File: src/rtl/mc_control_fsm_pkg.sv
// Shared types for the multicycle MIPS main control: state encoding, opcodes,
// mux/ALU select codes and the registered control word.
package mc_pkg;

    localparam int MC_STATE_W = 4;

    typedef enum logic [MC_STATE_W-1:0] {
        S_FETCH    = 4'd0,
        S_DECODE   = 4'd1,
        S_MEMADR   = 4'd2,
        S_MEMRD    = 4'd3,
        S_MEMWB    = 4'd4,
        S_MEMWR    = 4'd5,
        S_RTYPE_EX = 4'd6,
        S_RTYPE_WB = 4'd7,
        S_ADDI_EX  = 4'd8,
        S_ADDI_WB  = 4'd9,
        S_BRANCH   = 4'd10,
        S_JUMP     = 4'd11,
        S_HALT     = 4'd12
    } mc_state_e;

    localparam logic [5:0] OP_RTYPE = 6'h00;
    localparam logic [5:0] OP_J     = 6'h02;
    localparam logic [5:0] OP_BEQ   = 6'h04;
    localparam logic [5:0] OP_BNE   = 6'h05;
    localparam logic [5:0] OP_ADDI  = 6'h08;
    localparam logic [5:0] OP_LW    = 6'h23;
    localparam logic [5:0] OP_SW    = 6'h2B;

    localparam logic [1:0] ALU_ADD   = 2'b00;
    localparam logic [1:0] ALU_SUB   = 2'b01;
    localparam logic [1:0] ALU_FUNCT = 2'b10;

    localparam logic [1:0] PC_SRC_ALU    = 2'b00;
    localparam logic [1:0] PC_SRC_ALUOUT = 2'b01;
    localparam logic [1:0] PC_SRC_JUMP   = 2'b10;

    localparam logic       SRCA_PC  = 1'b0;
    localparam logic       SRCA_REG = 1'b1;

    localparam logic [1:0] SRCB_REG   = 2'b00;
    localparam logic [1:0] SRCB_ONE   = 2'b01;
    localparam logic [1:0] SRCB_IMM   = 2'b10;
    localparam logic [1:0] SRCB_BRIMM = 2'b11;

    typedef struct packed {
        logic       mem_re;
        logic       mem_we;
        logic       iord;
        logic       ir_write;
        logic       pc_write;
        logic       pc_write_cond;
        logic [1:0] pc_src;
        logic       alu_src_a;
        logic [1:0] alu_src_b;
        logic [1:0] alu_op;
        logic       reg_write;
        logic       reg_dst;
        logic       mem_to_reg;
        logic       halted;
    } mc_ctrl_t;

endpackage

File: src/rtl/mc_control_fsm_if.sv
// Control/status bundle between the main control FSM (master) and the
// datapath/memory it sequences (slave).
interface mc_control_fsm_if #(
    parameter int STATE_W = 4
);
    logic [5:0]         opcode;
    logic               zero;
    logic               mem_re;
    logic               mem_we;
    logic               iord;
    logic               ir_write;
    logic               pc_write;
    logic               pc_write_cond;
    logic [1:0]         pc_src;
    logic               alu_src_a;
    logic [1:0]         alu_src_b;
    logic [1:0]         alu_op;
    logic               reg_write;
    logic               reg_dst;
    logic               mem_to_reg;
    logic               halted;
    logic [STATE_W-1:0] state;

    modport master (
        input  opcode, zero,
        output mem_re, mem_we, iord, ir_write, pc_write, pc_write_cond, pc_src,
               alu_src_a, alu_src_b, alu_op, reg_write, reg_dst, mem_to_reg,
               halted, state
    );

    modport slave (
        output opcode, zero,
        input  mem_re, mem_we, iord, ir_write, pc_write, pc_write_cond, pc_src,
               alu_src_a, alu_src_b, alu_op, reg_write, reg_dst, mem_to_reg,
               halted, state
    );
endinterface

File: src/rtl/mc_control_fsm_out_decode.sv
// Purely combinational state -> control word lookup; every field defaults to 0
// and each state lists only what it asserts.
module mc_out_decode
    import mc_pkg::*;
(
    input  mc_state_e i_state,
    output mc_ctrl_t  o_ctrl
);

    always_comb begin
        o_ctrl = '0;
        case (i_state)
            S_FETCH: begin
                o_ctrl.mem_re    = 1'b1;
                o_ctrl.ir_write  = 1'b1;
                o_ctrl.pc_write  = 1'b1;
                o_ctrl.alu_src_b = SRCB_ONE;
            end
            S_DECODE: begin
                o_ctrl.alu_src_b = SRCB_BRIMM;
            end
            S_MEMADR: begin
                o_ctrl.alu_src_a = SRCA_REG;
                o_ctrl.alu_src_b = SRCB_IMM;
            end
            S_MEMRD: begin
                o_ctrl.mem_re = 1'b1;
                o_ctrl.iord   = 1'b1;
            end
            S_MEMWB: begin
                o_ctrl.reg_write  = 1'b1;
                o_ctrl.mem_to_reg = 1'b1;
            end
            S_MEMWR: begin
                o_ctrl.mem_we = 1'b1;
                o_ctrl.iord   = 1'b1;
            end
            S_RTYPE_EX: begin
                o_ctrl.alu_src_a = SRCA_REG;
                o_ctrl.alu_op    = ALU_FUNCT;
            end
            S_RTYPE_WB: begin
                o_ctrl.reg_write = 1'b1;
                o_ctrl.reg_dst   = 1'b1;
            end
            S_ADDI_EX: begin
                o_ctrl.alu_src_a = SRCA_REG;
                o_ctrl.alu_src_b = SRCB_IMM;
            end
            S_ADDI_WB: begin
                o_ctrl.reg_write = 1'b1;
            end
            S_BRANCH: begin
                o_ctrl.alu_src_a     = SRCA_REG;
                o_ctrl.alu_op        = ALU_SUB;
                o_ctrl.pc_write_cond = 1'b1;
                o_ctrl.pc_src        = PC_SRC_ALUOUT;
            end
            S_JUMP: begin
                o_ctrl.pc_write = 1'b1;
                o_ctrl.pc_src   = PC_SRC_JUMP;
            end
            S_HALT: begin
                o_ctrl.halted = 1'b1;
            end
            default: o_ctrl = '0;
        endcase
    end

endmodule

File: src/rtl/mc_control_fsm.sv
// Multicycle MIPS main control FSM. Optional bne support under `MC_BNE_EN.
//
// state      | meaning
// FETCH      | read instruction at PC into IR, PC <= PC + 1
// DECODE     | ALUOut <= PC + 1 + imm, dispatch on opcode
// MEMADR     | ALUOut <= A + imm (lw/sw address)
// MEMRD      | read data memory at ALUOut
// MEMWB      | rt <= MDR
// MEMWR      | write B to memory at ALUOut (single cycle)
// RTYPE_EX   | ALU A funct B
// RTYPE_WB   | rd <= ALUOut
// ADDI_EX    | ALU A + imm
// ADDI_WB    | rt <= ALUOut
// BRANCH     | compare A - B, conditional PC <= ALUOut
// JUMP       | PC <= {PC[31:26], IR[25:0]}
// HALT       | undecoded opcode with ILLEGAL_HALT, wait for rst
module mc_control_fsm
    import mc_pkg::*;
#(
    parameter int STATE_W      = 4,
    parameter bit ILLEGAL_HALT = 1'b0
) (
    input  logic              clk,
    input  logic              rst,
    mc_control_fsm_if.master  bus
);

    mc_state_e r_state;
    mc_state_e w_next_state;
    mc_state_e w_state_d;
    mc_ctrl_t  r_ctrl;
    mc_ctrl_t  w_ctrl_d;
`ifdef MC_BNE_EN
    logic      r_is_bne;
`endif

    always_comb begin
        w_next_state = r_state;
        case (r_state)
            S_FETCH:  w_next_state = S_DECODE;
            S_DECODE: begin
                case (bus.opcode)
                    OP_LW, OP_SW: w_next_state = S_MEMADR;
                    OP_RTYPE:     w_next_state = S_RTYPE_EX;
                    OP_ADDI:      w_next_state = S_ADDI_EX;
                    OP_BEQ:       w_next_state = S_BRANCH;
`ifdef MC_BNE_EN
                    OP_BNE:       w_next_state = S_BRANCH;
`endif
                    OP_J:         w_next_state = S_JUMP;
                    default:      w_next_state = ILLEGAL_HALT ? S_HALT : S_FETCH;
                endcase
            end
            S_MEMADR:   w_next_state = (bus.opcode == OP_SW) ? S_MEMWR : S_MEMRD;
            S_MEMRD:    w_next_state = S_MEMWB;
            S_MEMWB:    w_next_state = S_FETCH;
            S_MEMWR:    w_next_state = S_FETCH;
            S_RTYPE_EX: w_next_state = S_RTYPE_WB;
            S_RTYPE_WB: w_next_state = S_FETCH;
            S_ADDI_EX:  w_next_state = S_ADDI_WB;
            S_ADDI_WB:  w_next_state = S_FETCH;
            S_BRANCH:   w_next_state = S_FETCH;
            S_JUMP:     w_next_state = S_FETCH;
            S_HALT:     w_next_state = S_HALT;
            default:    w_next_state = S_FETCH;
        endcase
        // Outputs are registered, so the decode looks at the state being entered.
        w_state_d = rst ? S_FETCH : w_next_state;
    end

    mc_out_decode u_out_decode (
        .i_state (w_state_d),
        .o_ctrl  (w_ctrl_d)
    );

    always_ff @(posedge clk) begin
        if (rst) begin
            r_state  <= S_FETCH;
`ifdef MC_BNE_EN
            r_is_bne <= 1'b0;
`endif
        end else begin
            r_state  <= w_next_state;
`ifdef MC_BNE_EN
            if (r_state == S_DECODE) begin
                r_is_bne <= (bus.opcode == OP_BNE);
            end
`endif
        end
        r_ctrl <= w_ctrl_d;
    end

    assign bus.mem_re     = r_ctrl.mem_re;
    assign bus.mem_we     = r_ctrl.mem_we;
    assign bus.iord       = r_ctrl.iord;
    assign bus.ir_write   = r_ctrl.ir_write;
    assign bus.pc_write   = r_ctrl.pc_write;
    assign bus.pc_src     = r_ctrl.pc_src;
    assign bus.alu_src_a  = r_ctrl.alu_src_a;
    assign bus.alu_src_b  = r_ctrl.alu_src_b;
    assign bus.alu_op     = r_ctrl.alu_op;
    assign bus.reg_write  = r_ctrl.reg_write;
    assign bus.reg_dst    = r_ctrl.reg_dst;
    assign bus.mem_to_reg = r_ctrl.mem_to_reg;
    assign bus.halted     = r_ctrl.halted;
    assign bus.state      = STATE_W'(r_state);

`ifdef MC_BNE_EN
    // Branch outcome resolved here so the datapath sees a plain PC load.
    assign bus.pc_write_cond = r_ctrl.pc_write_cond & (bus.zero ^ r_is_bne);
`else
    assign bus.pc_write_cond = r_ctrl.pc_write_cond;
`endif

endmodule

File: src/flat_wrapper.sv
// flat-port wrapper written by rule: the top's interface ports become plain ports
module mc_control_fsm_flat import mc_pkg::*;
#(
    parameter int STATE_W      = 4,
    parameter bit ILLEGAL_HALT = 1'b0
)
  (clk, rst, bus_opcode, bus_zero, bus_mem_re, bus_mem_we, bus_iord, bus_ir_write, bus_pc_write, bus_pc_write_cond, bus_pc_src, bus_alu_src_a, bus_alu_src_b, bus_alu_op, bus_reg_write, bus_reg_dst, bus_mem_to_reg, bus_halted, bus_state);
  mc_control_fsm_if #(.STATE_W(STATE_W)) bus_i ();
  input  logic clk;
  input  logic rst;
  input wire logic [$bits(bus_i.opcode)-1:0] bus_opcode;
  input wire logic [$bits(bus_i.zero)-1:0] bus_zero;
  output wire logic [$bits(bus_i.mem_re)-1:0] bus_mem_re;
  output wire logic [$bits(bus_i.mem_we)-1:0] bus_mem_we;
  output wire logic [$bits(bus_i.iord)-1:0] bus_iord;
  output wire logic [$bits(bus_i.ir_write)-1:0] bus_ir_write;
  output wire logic [$bits(bus_i.pc_write)-1:0] bus_pc_write;
  output wire logic [$bits(bus_i.pc_write_cond)-1:0] bus_pc_write_cond;
  output wire logic [$bits(bus_i.pc_src)-1:0] bus_pc_src;
  output wire logic [$bits(bus_i.alu_src_a)-1:0] bus_alu_src_a;
  output wire logic [$bits(bus_i.alu_src_b)-1:0] bus_alu_src_b;
  output wire logic [$bits(bus_i.alu_op)-1:0] bus_alu_op;
  output wire logic [$bits(bus_i.reg_write)-1:0] bus_reg_write;
  output wire logic [$bits(bus_i.reg_dst)-1:0] bus_reg_dst;
  output wire logic [$bits(bus_i.mem_to_reg)-1:0] bus_mem_to_reg;
  output wire logic [$bits(bus_i.halted)-1:0] bus_halted;
  output wire logic [$bits(bus_i.state)-1:0] bus_state;
  assign bus_i.opcode = bus_opcode;
  assign bus_i.zero = bus_zero;
  assign bus_mem_re = bus_i.mem_re;
  assign bus_mem_we = bus_i.mem_we;
  assign bus_iord = bus_i.iord;
  assign bus_ir_write = bus_i.ir_write;
  assign bus_pc_write = bus_i.pc_write;
  assign bus_pc_write_cond = bus_i.pc_write_cond;
  assign bus_pc_src = bus_i.pc_src;
  assign bus_alu_src_a = bus_i.alu_src_a;
  assign bus_alu_src_b = bus_i.alu_src_b;
  assign bus_alu_op = bus_i.alu_op;
  assign bus_reg_write = bus_i.reg_write;
  assign bus_reg_dst = bus_i.reg_dst;
  assign bus_mem_to_reg = bus_i.mem_to_reg;
  assign bus_halted = bus_i.halted;
  assign bus_state = bus_i.state;
  mc_control_fsm #(.STATE_W(STATE_W), .ILLEGAL_HALT(ILLEGAL_HALT)) u_core (.clk(clk), .rst(rst), .bus(bus_i));
endmodule
File: config.mk
export PLATFORM = sky130hd
export DESIGN_NAME = mc_control_fsm_flat
export DESIGN_NICKNAME = d
export VERILOG_FILES = /design/src/rtl/mc_control_fsm_pkg.sv /design/src/rtl/mc_control_fsm_if.sv /design/src/rtl/mc_control_fsm_out_decode.sv /design/src/rtl/mc_control_fsm.sv /design/src/flat_wrapper.sv
export SDC_FILE = /design/constraint.sdc
export NUM_CORES = 1
export LEC_CHECK = 0
export CAP_MARGIN = 20
export CORE_UTILIZATION = 45
export CTS_CLUSTER_SIZE = 28
export DETAILED_ROUTE_END_ITERATION = 7
export DONT_BUFFER_PORTS = 1
export SLEW_MARGIN = 20
export SYNTH_ARGS = -nofsm -noshare
export SYNTH_HDL_FRONTEND = slang
export SYNTH_SLANG_ARGS = --single-unit
File: constraint.sdc
create_clock -name clk -period 5.83 [get_ports clk]
set_input_delay 0.583 -clock clk [delete_from_list [all_inputs] [get_ports clk]]
set_output_delay 0.583 -clock clk [all_outputs]
set_load 0.02 [all_outputs]
==> flow_results.org <==
** Run status
- The flow ran to the end, and the final reports show no timing, DRC or antenna violations.

** Synthesis
- Synthesis produced a netlist with a net count of 96.
- Count of yosys warnings during synthesis :: 0
- Share of Yosys cell area claimed by the top area cell type :: 43.4%
- For this run, the leading register cell type out of synthesis is sky130_fd_sc_hd__dfxtp_1.
- In the synthesized netlist, the number of instances is 87.
- Of all cell types, the one taking the most synthesized area is sky130_fd_sc_hd__dfxtp_1.
- Avg Inst Size Synth :: 10.1 sq um
- Sequential cells were found to cover 43.4% of the synthesized design area.
- Flip-flop and latch count after synthesis :: 19
- Count of unique library cells instantiated by Yosys :: 43
- The synthesized netlist occupies a cell area of 876 sq um.
- Yosys mapped a number of flops with a built-in enable equal to 0.
- Cell types with the largest area share after synthesis :: sky130_fd_sc_hd__dfxtp_1 (43%), sky130_fd_sc_hd__nor2_1 (4.7%), sky130_fd_sc_hd__o32ai_4 (3.1%), sky130_fd_sc_hd__or4_4 (2.6%), sky130_fd_sc_hd__nand2b_1 (2.1%)
- After synthesis, the share of flip-flops with an asynchronous set or reset is 0%.

** STA
- Hold is met by 0.348 ns.
- At the pin with the least slew margin, the transition time is 0.584 ns.
- Number of max-slew violations in the final report :: 0
- Setup repair after global routing left no endpoint under its margin.
- Count of final hold-check violations :: 0
- Static timing analysis puts the maximum clock frequency at 466 MHz.
- Number of failing setup endpoints in the final timing report :: 0
- In this run the tightest slew margin relative to its limit is 61.0%.
- For the final routed database, the setup TNS stands at 0 ns.
- Fraction of the cycle the final worst path needs :: 36.8%
- Period minus WS final :: 2.15 ns
- Clock skew after layout :: 0.00634 ns

** Clocking
- Number of buffers on the longest clock path :: 2
- Clock sink total :: 19
- Gates resized during post-CTS repair numbered 0.
- Clock-pin slew was measured on the worst setup and hold paths at 0.11 ns.
- The number of clock buffers added by TritonCTS is 3.
- Count of H-tree levels built during CTS :: 1
- Post-CTS Setup Inserts :: 0
- Worst-skew pair later-pin latency :: 0.30 ns
- Clock root buffer master :: sky130_fd_sc_hd__clkbuf_4
- # hold bufs at CTS :: 0
- CTS tree :: built

** Critical path
- Data required time at the worst endpoint :: 6.06 ns
- Critical path arrival :: 2.38 ns
- In this run the worst path has a maximum fanout of 9.
- The slowest stage of the critical path belongs to the cell sky130_fd_sc_hd__dfxtp_1.
- Nature of the critical path endpoint :: flip-flop
- On the critical path the largest part of the delay comes from simple AND/OR/NAND/NOR gates.
- Worst reg-to-reg setup slack :: 3.68 ns
- CP bufs+invs :: 0
- Critical path launch point type :: flip-flop
- Traced cell by cell, the critical path runs through xnor2_1, o22a_2, or2_1, or4_4, o22ai_1.
- The largest single stage delay on the critical path is 0.63 ns.
- The critical path is of the flip-flop to flip-flop type.

** Floorplanning
- Die outline area :: 2130 sq um
- Once the floorplan was initialized, standard cells occupied 49.1% of the core.
- Measured along the x axis, the die boundary spans 46.1 um.
- Measured along the y axis, the die boundary spans 46.1 um.
- Std-Cell Rows :: 15
- Area of the core :: 1780 sq um
- I/O pin count :: 30

** Route
- DR vias :: 599
- Before antenna repair, the detailed router went through 4 iterations.
- Number of nets still failing antenna checks after routing :: 0
- In this run, the number of DRC markers left after iteration 0 of detailed routing was 12.
- Via-to-Cell Ratio :: 5.45
- The routed design has 1.56 mm of wire.
- After detailed routing, the average wire length per cell comes to 14.2 um.
- After detailed routing, the number of remaining DRC violations is 0.

** Placed design
- Final RePlAce weighted congestion :: 0.810
- Half-perimeter wire length of the detailed placement result :: 1.14 mm
- Count of input and output buffers :: 0
- Post-Place Cells :: 106

** Final layout
- Of the cells placed in the final design, the portion with a size suffix greater than 1 is 23.5%.
- Post-layout nets :: 95
- Fillers :: 167
- The register with the most flip-flops in the layout has 4 of them.
- 0 antenna diodes ended up in the layout.
- Final non-filler cell total :: 110
- Share of the core filled with cells in the final layout :: 50.5%
- From synthesis to final layout, the design area changed by 2.86%.

** Global route
- Total GRT Usage :: 16.8%
- The first global-routing pass estimated 2.48 mm of wire.
- Number of antenna violations at the first check in global routing :: 0
- Pin count of the biggest net entering global routing :: 12
- Total overflow reported by the global router :: 0
- The number of global-route vias before repair was 521.

** Power and ir drop
- Static leakage power :: 0.000311 uW
- For this design the ratio of total power to cell area is 254 nW/um^2.
- Across the VDD grid, the largest voltage drop is 0.000205 V.

** Run
- Max-cap violations in this run came to 0.

** Worst hold path
- The path class of the tightest hold or removal check is input port to flip-flop.
[per-stage QoR]
step                worst slack, ns  total power (uW)  instance area [sq um]
floorplan                      3.64               163                    876
global placement               3.53               166                    873
detailed placement             3.53               166                    873
CTS                            3.68               230                    901
global route                   3.46               238                    901
finish                         3.68               228                    901
[cell usage after synthesis, types with 2 or more instances]
cell / n
sky130_fd_sc_hd__nand2b_1: 3
sky130_fd_sc_hd__nor2_1: 11
sky130_fd_sc_hd__nor3b_1: 2
sky130_fd_sc_hd__o22ai_1: 3
sky130_fd_sc_hd__a21oi_1: 2
sky130_fd_sc_hd__buf_4: 2
sky130_fd_sc_hd__nand2_1: 3
sky130_fd_sc_hd__nor2b_1: 2
sky130_fd_sc_hd__xnor2_1: 2
sky130_fd_sc_hd__or4_4: 2
sky130_fd_sc_hd__dfxtp_1: 19
sky130_fd_sc_hd__buf_2: 3
sky130_fd_sc_hd__or2_2: 2
sky130_fd_sc_hd__nor4_1: 2
[final timing paths]
check	cells after the start	start	end
worst max-delay path	5	u_core.bus.state[1]	u_core.bus.alu_src_b[1]
worst min-delay path	1	rst	u_core.bus.halted
worst max register to register	5	u_core.bus.state[1]	u_core.bus.alu_src_b[1]
worst min register to register	2	u_core.bus.state[2]	u_core.bus.halted
[routing by layer]
metal / global-route usage, % / routed length (um)
met5: 0 / 0
met4: 3.53 / 7
met3: 9.02 / 132
met2: 21.4 / 595
met1: 24.6 / 825
[cell usage in the layout, fill, tap and decap left out, drive strengths merged, types with 3 or more instances in the layout]
cell type / netlist / final
o21ai: 3 / 3
nor3b: 3 / 3
dfxtp: 19 / 19
or2: 3 / 3
nand2b: 3 / 3
nand2: 3 / 3
clkbuf: 1 / 3
nor2: 11 / 11
o22ai: 3 / 3
[layout make-up]
class	instances	area [sq um]	share of cell area (%)
clock buffer	3	22.5	2.50
clock inverter	1	5.00	0.556
inverter	1	3.75	0.417
multi-input combinational	61	458	50.8
sequential	19	380	42.2
tap	25	31.3	3.47
[power by group]
part / leakage (uW) / switching [uW] / internal, uW
registers: 0.000155 / 9.69 / 134
clock network: 0.0000177 / 39.6 / 25.6
logic: 0.000139 / 9.50 / 9.68
[logic make-up after synthesis]
logic type      synth area share, %
flops                          43.4
mux                            4.14
simple gates                   26.0
buf+inv                        4.28
xor+xnor                       3.00
compound gates                 19.1
(Power assumes the default switching activity.)
